$ cat src/rtl/segm_pkg.sv
// Shared segment glyphs, conversion FSM states and small constant helpers.
// Latency: n/a (types, constants and pure functions only).
// Backpressure: n/a.
package segm_pkg;

    // Active-high glyph patterns, bit order {g,f,e,d,c,b,a}
    localparam logic [6:0] SEG_DASH  = 7'b1000000;
    localparam logic [6:0] SEG_BLANK = 7'b0000000;

    typedef enum logic [1:0] {
        IDLE,
        SHIFT,
        DONE
    } conv_state_t;

    // Active-high glyph for one BCD nibble; codes 10..15 are not valid BCD and show a dash
    function automatic logic [6:0] seg_glyph(input logic [3:0] nibble);
        logic [6:0] g;
        case (nibble)
            4'd0:    g = 7'b0111111;
            4'd1:    g = 7'b0000110;
            4'd2:    g = 7'b1011011;
            4'd3:    g = 7'b1001111;
            4'd4:    g = 7'b1100110;
            4'd5:    g = 7'b1101101;
            4'd6:    g = 7'b1111101;
            4'd7:    g = 7'b0000111;
            4'd8:    g = 7'b1111111;
            4'd9:    g = 7'b1101111;
            default: g = SEG_DASH;
        endcase
        return g;
    endfunction

    // 10**n as a 64-bit constant, used for the overflow threshold
    function automatic logic [63:0] pow10(input int unsigned n);
        logic [63:0] p;
        p = 64'd1;
        for (int unsigned i = 0; i < n; i++) begin
            p = p * 64'd10;
        end
        return p;
    endfunction

endpackage

$ cat src/rtl/bin2bcd_seq.sv
// Sequential double-dabble binary-to-BCD converter with capture/hold control.
// Latency: IN_W+1 cycles from capture edge to valid_o; a new capture every IN_W+2 cycles.
// Backpressure: none; hold_i only suppresses new captures, an in-flight conversion always completes.
module bin2bcd_seq
    import segm_pkg::*;
#(
    parameter int IN_W   = 4,
    parameter int DIGITS = 2
) (
    input  logic                clk,
    input  logic                rst_n,
    input  logic [IN_W-1:0]     bin_i,
    input  logic                hold_i,
    output logic [4*DIGITS-1:0] bcd_o,
    output logic                ovf_o,
    output logic                valid_o
);

    localparam int          BCD_W = 4 * DIGITS;
    localparam int          CNT_W = $clog2(IN_W + 1);
    localparam logic [63:0] LIMIT = pow10(DIGITS);

    conv_state_t      state;
    logic [IN_W-1:0]  bin_sr;
    logic [BCD_W-1:0] bcd_sr;
    logic [BCD_W-1:0] bcd_adj;
    logic             ovf_q;
    logic [CNT_W-1:0] cnt;

    // Add-3 correction on every nibble of 5 or more, ahead of the shift
    always_comb begin
        bcd_adj = bcd_sr;
        for (int k = 0; k < DIGITS; k++) begin
            if (bcd_sr[4*k +: 4] >= 4'd5) begin
                bcd_adj[4*k +: 4] = bcd_sr[4*k +: 4] + 4'd3;
            end
        end
    end

    // Conversion FSM: capture in IDLE, IN_W shift steps, publish result in DONE
    always_ff @(posedge clk or negedge rst_n) begin
        if (!rst_n) begin
            state   <= IDLE;
            bin_sr  <= '0;
            bcd_sr  <= '0;
            ovf_q   <= 1'b0;
            cnt     <= '0;
            bcd_o   <= '0;
            ovf_o   <= 1'b0;
            valid_o <= 1'b0;
        end else begin
            valid_o <= 1'b0;
            case (state)
                IDLE: begin
                    if (!hold_i) begin
                        bin_sr <= bin_i;
                        ovf_q  <= (64'(bin_i) >= LIMIT);
                        bcd_sr <= '0;
                        cnt    <= CNT_W'(IN_W);
                        state  <= SHIFT;
                    end
                end
                SHIFT: begin
                    // Bits shifted out of the top nibble are dropped; lower digits stay exact
                    bcd_sr <= {bcd_adj[BCD_W-2:0], bin_sr[IN_W-1]};
                    bin_sr <= {bin_sr[IN_W-2:0], 1'b0};
                    cnt    <= cnt - CNT_W'(1);
                    if (cnt == CNT_W'(1)) begin
                        state <= DONE;
                    end
                end
                DONE: begin
                    bcd_o   <= bcd_sr;
                    ovf_o   <= ovf_q;
                    valid_o <= 1'b1;
                    state   <= IDLE;
                end
                default: state <= IDLE;
            endcase
        end
    end

endmodule

$ cat src/rtl/gray_seg_scan.sv
// Gray-coded input to multiplexed common-anode 7-segment display with BCD conversion.
// Latency: IN_W+1 cycles capture-to-valid, display follows bcd_o one cycle later.
// Backpressure: none; scanner free-runs, hold_i freezes the displayed value.
module gray_seg_scan
    import segm_pkg::*;
#(
    parameter int IN_W           = 4,
    parameter int DIGITS         = 2,
    parameter int REFRESH_DIV    = 50000,
    parameter int SEG_ACTIVE_LOW = 1
) (
    input  logic                clk,
    input  logic                rst_n,
    input  logic [IN_W-1:0]     gray_i,
    input  logic                hold_i,
    input  logic                blank_i,
    output logic [6:0]          seg_o,
    output logic [DIGITS-1:0]   an_o,
    output logic [4*DIGITS-1:0] bcd_o,
    output logic                valid_o,
    output logic                ovf_o
);

    localparam int         RC_W    = (REFRESH_DIV > 1) ? $clog2(REFRESH_DIV) : 1;
    localparam int         IX_W    = (DIGITS > 1) ? $clog2(DIGITS) : 1;
    localparam logic [6:0] SEG_RST = (SEG_ACTIVE_LOW != 0) ? ~seg_glyph(4'd0) : seg_glyph(4'd0);

    function automatic logic [IN_W-1:0] gray2bin(input logic [IN_W-1:0] g);
        logic [IN_W-1:0] b;
        b[IN_W-1] = g[IN_W-1];
        for (int i = IN_W - 2; i >= 0; i--) begin
            b[i] = b[i+1] ^ g[i];
        end
        return b;
    endfunction

    logic [IN_W-1:0]   bin;
    logic [RC_W-1:0]   rcnt;
    logic [IX_W-1:0]   idx;
    logic [IX_W-1:0]   idx_nxt;
    logic              rc_tc;
    logic [DIGITS-1:0] lz;
    logic [3:0]        nib;
    logic              blank_dig;
    logic [6:0]        glyph_nxt;

    assign bin = gray2bin(gray_i);

    bin2bcd_seq #(
        .IN_W   (IN_W),
        .DIGITS (DIGITS)
    ) u_conv (
        .clk     (clk),
        .rst_n   (rst_n),
        .bin_i   (bin),
        .hold_i  (hold_i),
        .bcd_o   (bcd_o),
        .ovf_o   (ovf_o),
        .valid_o (valid_o)
    );

    // Next digit index: advance on the refresh terminal count
    always_comb begin
        rc_tc   = (rcnt == RC_W'(REFRESH_DIV - 1));
        idx_nxt = idx;
        if (rc_tc) begin
            idx_nxt = (idx == IX_W'(DIGITS - 1)) ? '0 : idx + IX_W'(1);
        end
    end

    // lz[k]: digits k..DIGITS-1 are all zero
    always_comb begin
        lz = '0;
        lz[DIGITS-1] = (bcd_o[4*(DIGITS-1) +: 4] == 4'd0);
        for (int k = DIGITS - 2; k >= 0; k--) begin
            lz[k] = lz[k+1] && (bcd_o[4*k +: 4] == 4'd0);
        end
    end

    // Glyph for the digit about to be enabled: overflow dash beats blanking
    always_comb begin
        nib       = 4'd0;
        blank_dig = 1'b0;
        for (int k = 0; k < DIGITS; k++) begin
            if (idx_nxt == IX_W'(k)) begin
                nib       = bcd_o[4*k +: 4];
                blank_dig = (k != 0) && lz[k];
            end
        end
        if (ovf_o) begin
            glyph_nxt = SEG_DASH;
        end else if (blank_i && blank_dig) begin
            glyph_nxt = SEG_BLANK;
        end else begin
            glyph_nxt = seg_glyph(nib);
        end
    end

    // Refresh scanner: anode and segments register on the same edge so they never skew
    always_ff @(posedge clk or negedge rst_n) begin
        if (!rst_n) begin
            rcnt  <= '0;
            idx   <= '0;
            an_o  <= ~DIGITS'(1);
            seg_o <= SEG_RST;
        end else begin
            rcnt  <= rc_tc ? '0 : rcnt + RC_W'(1);
            idx   <= idx_nxt;
            an_o  <= ~(DIGITS'(1) << idx_nxt);
            seg_o <= (SEG_ACTIVE_LOW != 0) ? ~glyph_nxt : glyph_nxt;
        end
    end

endmodule

$ cat config.mk
export PLATFORM = sky130hd
export DESIGN_NAME = gray_seg_scan
export DESIGN_NICKNAME = d
export VERILOG_FILES = /design/src/rtl/segm_pkg.sv /design/src/rtl/bin2bcd_seq.sv /design/src/rtl/gray_seg_scan.sv
export SDC_FILE = /design/constraint.sdc
export NUM_CORES = 1
export LEC_CHECK = 0
export ABC_AREA = 1
export ABC_CLOCK_PERIOD_IN_PS = 6100
export BUFFER_PORTS_ARGS = -buffer_cell sky130_fd_sc_hd__buf_2
export CAP_MARGIN = 40
export CORE_ASPECT_RATIO = 1.2
export CORE_MARGIN = 1
export CORE_UTILIZATION = 64
export CTS_CLUSTER_DIAMETER = 120
export CTS_CLUSTER_SIZE = 40
export DETAILED_ROUTE_END_ITERATION = 8
export GPL_ROUTABILITY_DRIVEN = 0
export HOLD_SLACK_MARGIN = 0.15
export PLACE_DENSITY_LB_ADDON = 0.1
export RECOVER_POWER = 100
export SLEW_MARGIN = 20
export SYNTH_ARGS = -nofsm -noshare
export SYNTH_HDL_FRONTEND = slang
export SYNTH_HIERARCHICAL = 1
export SYNTH_SLANG_ARGS = --single-unit
$ cat constraint.sdc
create_clock -name clk -period 6.1 [get_ports clk]
set_input_delay 0.305 -clock clk [delete_from_list [all_inputs] [get_ports clk]]
set_output_delay 0.305 -clock clk [all_outputs]
set_load 0.01 [all_outputs]
---- Word level (Yosys, flattened, before mapping) ----
Memories as Yosys holds them, arrays and structs flattened.
Cells that the tools add are included.
cells by class
  add/subtract/negate cells ............... 5
  $lt $le $gt $ge ......................... 2
  equality and inequality tests ........... 6
  shifts and indexed selects .............. 1
  mux-type cells .......................... 18
  bitwise gates (word level) .............. 5
  reduce and logical (&&, ||, !) cells .... 6
operators by type and width
  cell                                                 number
  adder 16 x 1 -> 16 bit, second input constant        1
  == test 16 bit, second input constant                1
  two-way mux 16 bit                                   1
  one-hot mux 8 bit (2 select lines)                   1
  two-way mux 4 bit                                    3
  >= comparator 4 x 3 -> 1 bit, second input constant  2
  two-way mux 8 bit                                    1
  one-hot mux 4 bit (2 select lines)                   1
  two-way mux 7 bit                                    1
  inverter 7 bit                                       1
  two-way mux 3 bit                                    2
  one-hot mux 3 bit (2 select lines)                   1
  adder 4 x 2 -> 4 bit, second input constant          1
  logical NOT 4 bit                                    1
  two-way mux 1 bit                                    4
  two-way mux 2 bit                                    2
  one-hot mux 2 bit (2 select lines)                   1
  AND reduction 2 bit                                  2
  adder 3 x 2 -> 3 bit, second input constant          1
  == test 3 x 1 -> 1 bit, second input constant        1
  subtractor 3 x 1 -> 3 bit, second input constant     1
  bitwise XOR 1 bit                                    3
  == test 2 x 1 -> 1 bit, second input constant        1
  == test 2 bit, second input constant                 1
  other kinds (8)                                      8
storage, ports and cells
  flip-flop bits (word level) ............. 52
  memory bits (read-only) ................. 112
  input port bits ......................... 8
  output and inout bits ................... 19
  word-level logic and storage cells ...... 54
  memories ................................ 1
memory list
  name             words  width  rd ports  clocked after memory_dff  wr ports  line            text
  (no name shown)  16     7      1         0                         0         segm_pkg.sv:19  case (nibble)

---- Depth between registers and ports, before layout ----
Gate-level depths: netlist (run 1).
  word-level depth ........................ 7
  mapped depth ............................ 15
  gate-level depth less buffers ........... 15

---- Cells and area by module ----
Netlist (run 1), hierarchy kept.
modules (own cells, without submodules)
  module         times used  cells an instance  area an instance (sq um)  sequential area each (sq um)
  gray_seg_scan  1           186                1570.3                    628.1
  bin2bcd_seq    1           140                1332.5                    650.6

---- Worst setup path before layout (run 1) ----
Ideal clock, no wire load.
  path type ............................... reg2reg
  start ................................... register rcnt[0]
  end ..................................... register seg_o[3]
  setup time .............................. 126 ps
  data arrival time ....................... 1855 ps
  data required time ...................... 5974 ps
  setup slack ............................. 4120 ps
  cell stages (with the launch flop) ...... 13
  buffers on the path ..................... 0
  period minus slack after synthesis ...... 1980 ps
  cell sequence ........................... dfrtp_1 -> ha_1 -> nand3_2 -> nor2_4 -> nand2_4 -> nand2_8 -> nand3_2 -> nand2_4 -> inv_1 -> ha_1 -> nand3b_1 -> nand3_1 -> nand3_1
on the way
  word-level cells in the longest chain between the ends .. 6
  elaborated cells between the ends (all ways) .. 8
  those cells by class .................... 1 x eq/ne; 4 x mux; 1 x bitwise; 1 x reduce/logical; 1 x memory
ends and longest elaborated chain
  item                                                             line                  text
  start, declared                                                  gray_seg_scan.sv:38   logic [RC_W-1:0] rcnt;
  start signal, assigned                                           gray_seg_scan.sv:107  rcnt <= rc_tc ? '0 : rcnt + RC_W'(1);
  == test 16 bit (*)                                               gray_seg_scan.sv:64   rc_tc = (rcnt == RC_W'(REFRESH_DIV - 1));
  two-way mux 1 bit (*)                                            gray_seg_scan.sv:66   if (rc_tc) begin
  two-way mux 4 bit / two-way mux 1 bit (equally long branches)    gray_seg_scan.sv:85   if (idx_nxt == IX_W'(k)) begin
  memory (16 x 7 bit) / logical AND 1 bit (equally long branches)  n/a
  two-way mux 7 bit (*)                                            gray_seg_scan.sv:92   end else if (blank_i && blank_dig) begin
  inverter 7 bit (*)                                               gray_seg_scan.sv:110  seg_o <= (SEG_ACTIVE_LOW != 0) ? ~glyph_nxt : glyph_nxt;
  end signal, assigned                                             gray_seg_scan.sv:110
  end, declared                                                    gray_seg_scan.sv:17   output logic [6:0] seg_o,
Mark *: on every way between the ends. The rest lies on a longest branch, timed or not.
A chain may end at the register's enable or synchronous reset.

---- Worst setup path in the final report (run 1) ----
Ends and elaborated chain as after synthesis.

==> results of run 1 <==
[power breakdown]
part | switching [mW] | internal [mW]
registers | 0.0606 | 0.430
logic | 0.317 | 0.173
clock network | 0.112 | 0.164
total | 0.490 | 0.767
[cell families after synthesis]
family | after synthesis
and+or+nand+nor | 157
buffers and inverters | 60
AOI/OAI and AO/OA | 35
other | 1
DFF | 51
xor gates and xnor gates | 10
adders and majority gates | 12
[worst max-delay path by stage]
| stage | startpoint | to | cells after the start |
|---|---|---|---|
| detailed placement | rcnt[0]$_DFF_PN0_ | seg_o[3]$_DFF_PN0_ | 12 |
| finish | rcnt[0]$_DFF_PN0_ | seg_o[3]$_DFF_PN0_ | 12 |
| CTS | rcnt[0]$_DFF_PN0_ | seg_o[3]$_DFF_PN0_ | 12 |
| global placement | rcnt[0]$_DFF_PN0_ | seg_o[3]$_DFF_PN0_ | 12 |
| global route | rst_n | rcnt[9]$_DFF_PN0_ | 3 |
| floorplan | rcnt[0]$_DFF_PN0_ | seg_o[3]$_DFF_PN0_ | 12 |
[what timing repair did]
item                                   CTS  global route
hold buffers                             1             0
setup endpoints to repair                0             0
endpoints found under the hold margin   17             0
[final cells by class]
| type | instances | area, sq um |
|---|---|---|
| Tap cell | 56 | 70.07 |
| Clock buffer | 6 | 72.57 |
| Timing Repair Buffer | 27 | 115.1 |
| Inverter | 56 | 211.5 |
| Fill cell | 376 | 1232 |
| Clock inverter | 2 | 60.06 |
| Sequential cell | 51 | 1279 |
| Multi-Input combinational cell | 215 | 1254 |
[Yosys cell counts, types with 6 or more instances]
cell,number
xor2_1,9
nor2_1,18
inv_1,51
o21ai_0,8
dfrtp_1,49
ha_1,12
nand2_4,11
nand2_1,60
nand3_2,8
nand4_1,6
nand3_1,36
o21ai_2,10
a21oi_1,7
[layer usage]
metal | vias up | global-route usage (%)
li1 | 1092 | -
met1 | 1014 | 25.91
met2 | 30 | 45.51
met3 | 8 | 5.389
met4 | 0 | 7.828
met5 | - | 0
[flip-flops by register name, indices dropped and copies added (netlist names)]
signal and count:
an_o 2, rcnt 16, seg_o 7, u_conv/bcd_o 8, u_conv/bcd_sr 8, u_conv/bin_sr 4
u_conv/cnt 3, u_conv/state 2, u_conv/valid_o 1
[worst max-delay path: cells and delay by family, from the launching register on]
family | cells | cell delay, ns
adders and majority gates | 2 | 0.50
buffers and inverters | 1 | 0.11
DFF | 1 | 0.39
and+or+nand+nor | 9 | 1.73
==> reports/qor.csv, run 1 <==
stage,metric,value,unit
cts,clock root buffer,clkbuf_8,
cts,clk sinks,51,
hold_path,hold depth,3,
timing,period utilisation layout,46.19,%
yosys,Yosys top cell area share,42.24,%
yosys,Synth area leaders,"dfrtp_1, nand2_1, inv_1",
power,worst vdd ir,0.2950,mV
yosys,post-synthesis mux area share,0,%
cells_and_area,# diodes,0,
timing,upper clock frequency limit,354.9,MHz
yosys,Mapped Nets,346,
yosys,Post-Synth Adder-Cell Area,5.172,%
worst_setup_path,worst r2r src,rcnt[0]$_DFF_PN0_,
cells_and_area,final non-filler cell total,413,
yosys,XOR/XNOR share of the synthesized area,3.017,%
worst_setup_path,Max stage delay on crit path,0.39,ns
placed_design,Placed Instances,404,
worst_setup_path,Worst EP required,6.29,ns
yosys,mapped cell area,2903,sq um
global_routing,vias in the first global route,2029,
cts,post-cts resize count,0,
global_routing,antenna violations before repair,0,
worst_setup_path,CP Cell Sequence,ha_1 > nand3_1 > nor2_1 > nand2_1 > nand2_1 > nand3_1 > nand2_1 > inv_1 > ha_1 > nand3b_1 > nand3_1 > nand3_1,
yosys,"Top FF cell, synth",dfrtp_1,
timing,setup TNS,0,ns
run,Max Cap Violations,1,
yosys,#FFs+latches synth,51,
global_routing,GRT overflow,0,
timing,Max Slew Vio Count,34,
timing,worst-case clock skew,0.008664,ns
worst_setup_path,CP endpoint kind,flop,
yosys,post-synth top area cell,dfrtp_1,
timing,Final setup violation count,0,
routing,Detail Route Antenna Nets,0,
placed_design,dpl ws,3.945,ns
die,Initial Util,67.60,%
outcome,status,"finished, violations left",
global_routing,largest net degree at the start of global routing,34,
cells_and_area,fin nets,376,
hold_path,Hold Startpoint,gray_i[3],
cts,CTS Buf Count,5,
cts,clk slew on worst S/H paths,0.10,ns
global_routing,GRT Util Overall,23.69,%
routing,DRC,0,
timing,minimum hold slack,0.2419,ns
yosys,sequential element share of the synthesized area,44.05,%
timing,RSZ-0062 raised after global routing,no,
routing,Routed WL,5191,um
worst_setup_path,RR Endpoint,seg_o[3]$_DFF_PN0_,
routing,initial drt markers,87,
worst_setup_path,"Arr. time, crit path",3.01,ns
worst_setup_path,Worst setup SP type,flop,
die,die area,4810,sq um
die,I/O Pins,27,
power,pwr/cell area,410.6,nW/um^2
routing,Avg WL per Cell,12.57,um
yosys,Syn Area/Cell,8.904,sq um
die,Die Wd,63.48,um
cts,Clock Latency Late Sink,0.31,ns
yosys,main combinational cell family by area after synthesis,simple AND/OR/NAND/NOR gates,
cts,clock buffer depth,2,
die,core box area,4294,sq um
routing,M1 WL,2259,um
routing,DR WL met3,126,um
routing,first drt pass iteration count,4,
yosys,Post-synth EDFFs,0,
hold_path,hold crit path type,in -> reg,
timing,final hold viol count,0,
cts,CTS H-tree lvls,2,
cts,CTS tree,built,
worst_setup_path,CP Class,reg -> reg,
die,Rows,26,
timing,Final min period,2.817,ns
cells_and_area,"most common cell after layout, fill and taps aside",nand2_1,
worst_setup_path,Worst path slowest cell,dfrtp_1,
cells_and_area,Area Growth Syn to Fin,5.474,%
cts,Post-CTS Setup Inserts,0,
timing,Slew headroom,-13.00,%
worst_setup_path,CP dominant cell by count,nand3_1,
timing,Final WS setup,3.283,ns
cells_and_area,"commonest non-fill, non-tap cells in the layout","nand2_1, inv_1, dfrtp_1",
power,Final Power,1.257,mW
worst_setup_path,R2R Setup Slk,3.28,ns
yosys,Post-Synth Simple-Gate Area,30.39,%
yosys,Synth cell types,33,
placed_design,port bufs,25,
routing,vias per cell,5.191,
worst_setup_path,critical-path maximum fanout,7,
worst_setup_path,Worst R2R Path Depth,12,
hold_path,hold endpoint,u_conv/bin_sr[3]$_DFFE_PN0P_,
outcome,violated checks,"capacitance limit, slew limit",
die,Die Ht,75.78,um
yosys,compound-gate portion of the synthesized area,8.017,%
cells_and_area,fin util,71.30,%
yosys,gate count of the mapped netlist,326,
cells_and_area,Final Cell Area,3062,sq um
routing,highest metal used,met4,
yosys,Yosys warning total,6,
placed_design,DP Area,3063,sq um
cells_and_area,fraction of layout cells with a size suffix above 1,12.04,%
yosys,share of flip-flops with an asynchronous set or reset,100.0,%
timing,worst slew pin tran,1.695,ns
routing,met2 routed wirelength,2729,um
placed_design,HPWL Detailed,3844,um
routing,vias,2144,
global_routing,first-pass GRT wire length,8749,um
power,LEAKAGE,1.555,nW
No activity file was read; power rests on OpenSTA's default activity.
==> run 2: changes to the inputs <==
--- a/config.mk
+++ b/config.mk
@@ -6,12 +6,12 @@
 export NUM_CORES = 1
 export LEC_CHECK = 0
 export ABC_AREA = 1
-export ABC_CLOCK_PERIOD_IN_PS = 6100
+export ABC_CLOCK_PERIOD_IN_PS = 2500
 export BUFFER_PORTS_ARGS = -buffer_cell sky130_fd_sc_hd__buf_2
 export CAP_MARGIN = 40
 export CORE_ASPECT_RATIO = 1.2
 export CORE_MARGIN = 1
-export CORE_UTILIZATION = 64
+export CORE_UTILIZATION = 53
 export CTS_CLUSTER_DIAMETER = 120
 export CTS_CLUSTER_SIZE = 40
 export DETAILED_ROUTE_END_ITERATION = 8
==> constraint.sdc (replaced) <==
create_clock -name clk -period 2.5 [get_ports clk]
set_input_delay 0.125 -clock clk [delete_from_list [all_inputs] [get_ports clk]]
set_output_delay 0.125 -clock clk [all_outputs]
set_load 0.01 [all_outputs]
==> run 2 against run 1 <==
The run now ends clean. Total power rose by 130%. Flip-flop and latch count is the same. Global-route usage down 4.4 points. Utilization decreased by 13 points. Clock skew shrank 0.0055 ns. Sequential share of layout area fell by 0.56 points. Critical path type unchanged. Largest power group unchanged. Highest routed layer unchanged.
==> reports/qor.csv, run 2 (same netlist as run 1, synthesis figures left out) <==
stage,metric,value,unit
hold_path,Hold Startpoint,hold_i,
cells_and_area,register area,1279,sq um
cells_and_area,number of flip-flops in the largest register,16,
cts,clock buffer depth,2,
worst_setup_path,Worst path slowest cell,dfrtp_1,
timing,worst slew pin tran,1.320,ns
global_routing,largest net degree at the start of global routing,25,
worst_setup_path,critical-path maximum fanout,7,
routing,Detail Route Antenna Nets,0,
routing,Routed WL,4954,um
timing,worst-case clock skew,0.003142,ns
die,Initial Util,54.79,%
global_routing,GRT overflow,0,
die,I/O Pins,27,
cells_and_area,"Most flops, register",rcnt,
worst_setup_path,RR Endpoint,seg_o[3]$_DFF_PN0_,
power,LEAKAGE,1.578,nW
global_routing,first-pass GRT wire length,8949,um
timing,Final setup violation count,0,
outcome,status,"complete, no violations",
cts,CTS Buf Count,5,
timing,minimum hold slack,0.1553,ns
cells_and_area,"commonest non-fill, non-tap cells in the layout","nand2_1, inv_1, dfrtp_1",
worst_setup_path,worst r2r src,rcnt[0]$_DFF_PN0_,
cts,CTS H-tree lvls,2,
cells_and_area,multi-input logic area,1306,sq um
worst_setup_path,crit path launch,rcnt[0]$_DFF_PN0_,
die,Rows,29,
worst_setup_path,Worst EP required,2.69,ns
routing,vias,2135,
worst_setup_path,Worst setup SP type,flop,
global_routing,antenna violations before repair,0,
die,core box area,5298,sq um
hold_path,hold endpoint,u_conv/state[0]$_DFFE_PN0P_,
run,Max Cap Violations,0,
worst_setup_path,"Arr. time, crit path",2.39,ns
power,Clk pwr share,16.5,%
cells_and_area,fraction of layout cells with a size suffix above 1,14.48,%
hold_path,hold crit path type,in -> reg,
worst_setup_path,CP dominant cell by count,nand3_1,
cells_and_area,fin nets,379,
power,combinational share of power,41.7,%
die,die area,5778,sq um
timing,setup TNS,0,ns
cts,Clock Latency Late Sink,0.30,ns
placed_design,HPWL Detailed,3838,um
power,internal power,1.698,mW
power,worst vdd ir,0.5398,mV
routing,first drt pass iteration count,4,
worst_setup_path,CP endpoint kind,flop,
cells_and_area,FILL cells,499,
routing,DRC,0,
power,Seq pwr share,41.8,%
cts,clk sinks,51,
worst_setup_path,Worst R2R Path Depth,12,
timing,Slew headroom,11.97,%
routing,vias per cell,5.071,
global_routing,GRT Util Overall,19.34,%
cells_and_area,Area Growth Syn to Fin,6.897,%
cts,CTS tree,built,
hold_path,hold depth,4,
power,Switching Share,40.86,%
cells_and_area,top flop regs,"rcnt x16, u_conv/bcd_o x8, u_conv/bcd_sr x8",
cts,clock root buffer,clkbuf_8,
power,Psw,1.173,mW
timing,upper clock frequency limit,454.7,MHz
worst_setup_path,Max stage delay on crit path,0.38,ns
routing,initial drt markers,34,
timing,RSZ-0062 raised after global routing,no,
worst_setup_path,R2R Setup Slk,0.30,ns
global_routing,vias in the first global route,2065,
die,Die Ht,83.07,um
power,Final Power,2.871,mW
placed_design,port bufs,25,
cells_and_area,"most common cell after layout, fill and taps aside",nand2_1,
timing,period utilisation layout,87.97,%
timing,Max Slew Vio Count,0,
routing,Avg WL per Cell,11.77,um
worst_setup_path,CP Class,reg -> reg,
worst_setup_path,CP Cell Sequence,ha_1 > nand3_1 > nor2_4 > nand2_4 > nand2_8 > nand2_4 > nand2_1 > nand2_1 > ha_1 > nand3b_1 > nand3_1 > nand3_1,
die,Die Wd,69.56,um
cts,clk slew on worst S/H paths,0.09,ns
timing,Final min period,2.199,ns
timing,final hold viol count,0,
cells_and_area,# diodes,0,
power,pwr/cell area,925.2,nW/um^2
-- run 2: power groups by stage --
stage          clock, mW  sequential [mW]  combinational (mW)
2_1_floorplan          0             1.25                1.00
3_3_place_gp           0             1.22                1.29
3_5_place_dp           0             1.22                1.30
4_1_cts            0.497             1.20                1.31
5_1_grt            0.523             1.23                1.39
6_report           0.474             1.20                1.20
-- run 2: worst max path at each step --
| stage | end | slack [ns] |
|---|---|---|
| floorplan | seg_o[3]$_DFF_PN0_ | 0.52 |
| global placement | seg_o[3]$_DFF_PN0_ | 0.42 |
| detailed placement | seg_o[3]$_DFF_PN0_ | 0.34 |
| CTS | seg_o[3]$_DFF_PN0_ | 0.33 |
| global route | seg_o[3]$_DFF_PN0_ | 0.07 |
| finish | seg_o[3]$_DFF_PN0_ | 0.30 |
-- run 2: final cells by class --
cell class                      count  share of cell area (%)
Inverter                           56                   6.815
Timing Repair Buffer               30                   4.556
Tap cell                           62                   2.500
Clock buffer                        6                   2.661
Sequential cell                    51                   41.21
Clock inverter                      1                  0.1613
Multi-Input combinational cell    215                   42.10
-- run 2: through the flow --
step / setup slack [ns] / instance area, sq um / std cells / util [%]
after CTS: 0.3308 / 3183 / 421 / 60.09
after global routing: 0.06878 / 3103 / 421 / 58.57
after global placement: 0.4189 / 3065 / 411 / 57.86
final: 0.3008 / 3103 / 421 / 58.57
after floorplan: 0.5195 / 2903 / 326 / -
after detailed placement: 0.3412 / 3065 / 411 / 57.86
-- run 2: layer usage --
metal | vias to the layer above | GRT usage (%) | routed length, um
met3 | 7 | 4.005 | 156
li1 | 1101 | - | -
met5 | - | 0 | 0
met1 | 992 | 23.03 | 2200
met4 | 0 | 7.236 | 75
met2 | 35 | 33.98 | 2522
-- run 2: worst max-delay path, delay by kind of cell (launching register included) --
kind                       cells  cell delay [ns]
and+or+nand+nor               10             1.20
adders and majority gates      2             0.51
DFF                            1             0.38
-- run 2: what timing repair did --
action	4_1_cts	5_1_grt
setup buffers	0	0
hold buffers	3	0
resized for setup	0	0
hold endpoints to repair	23	0
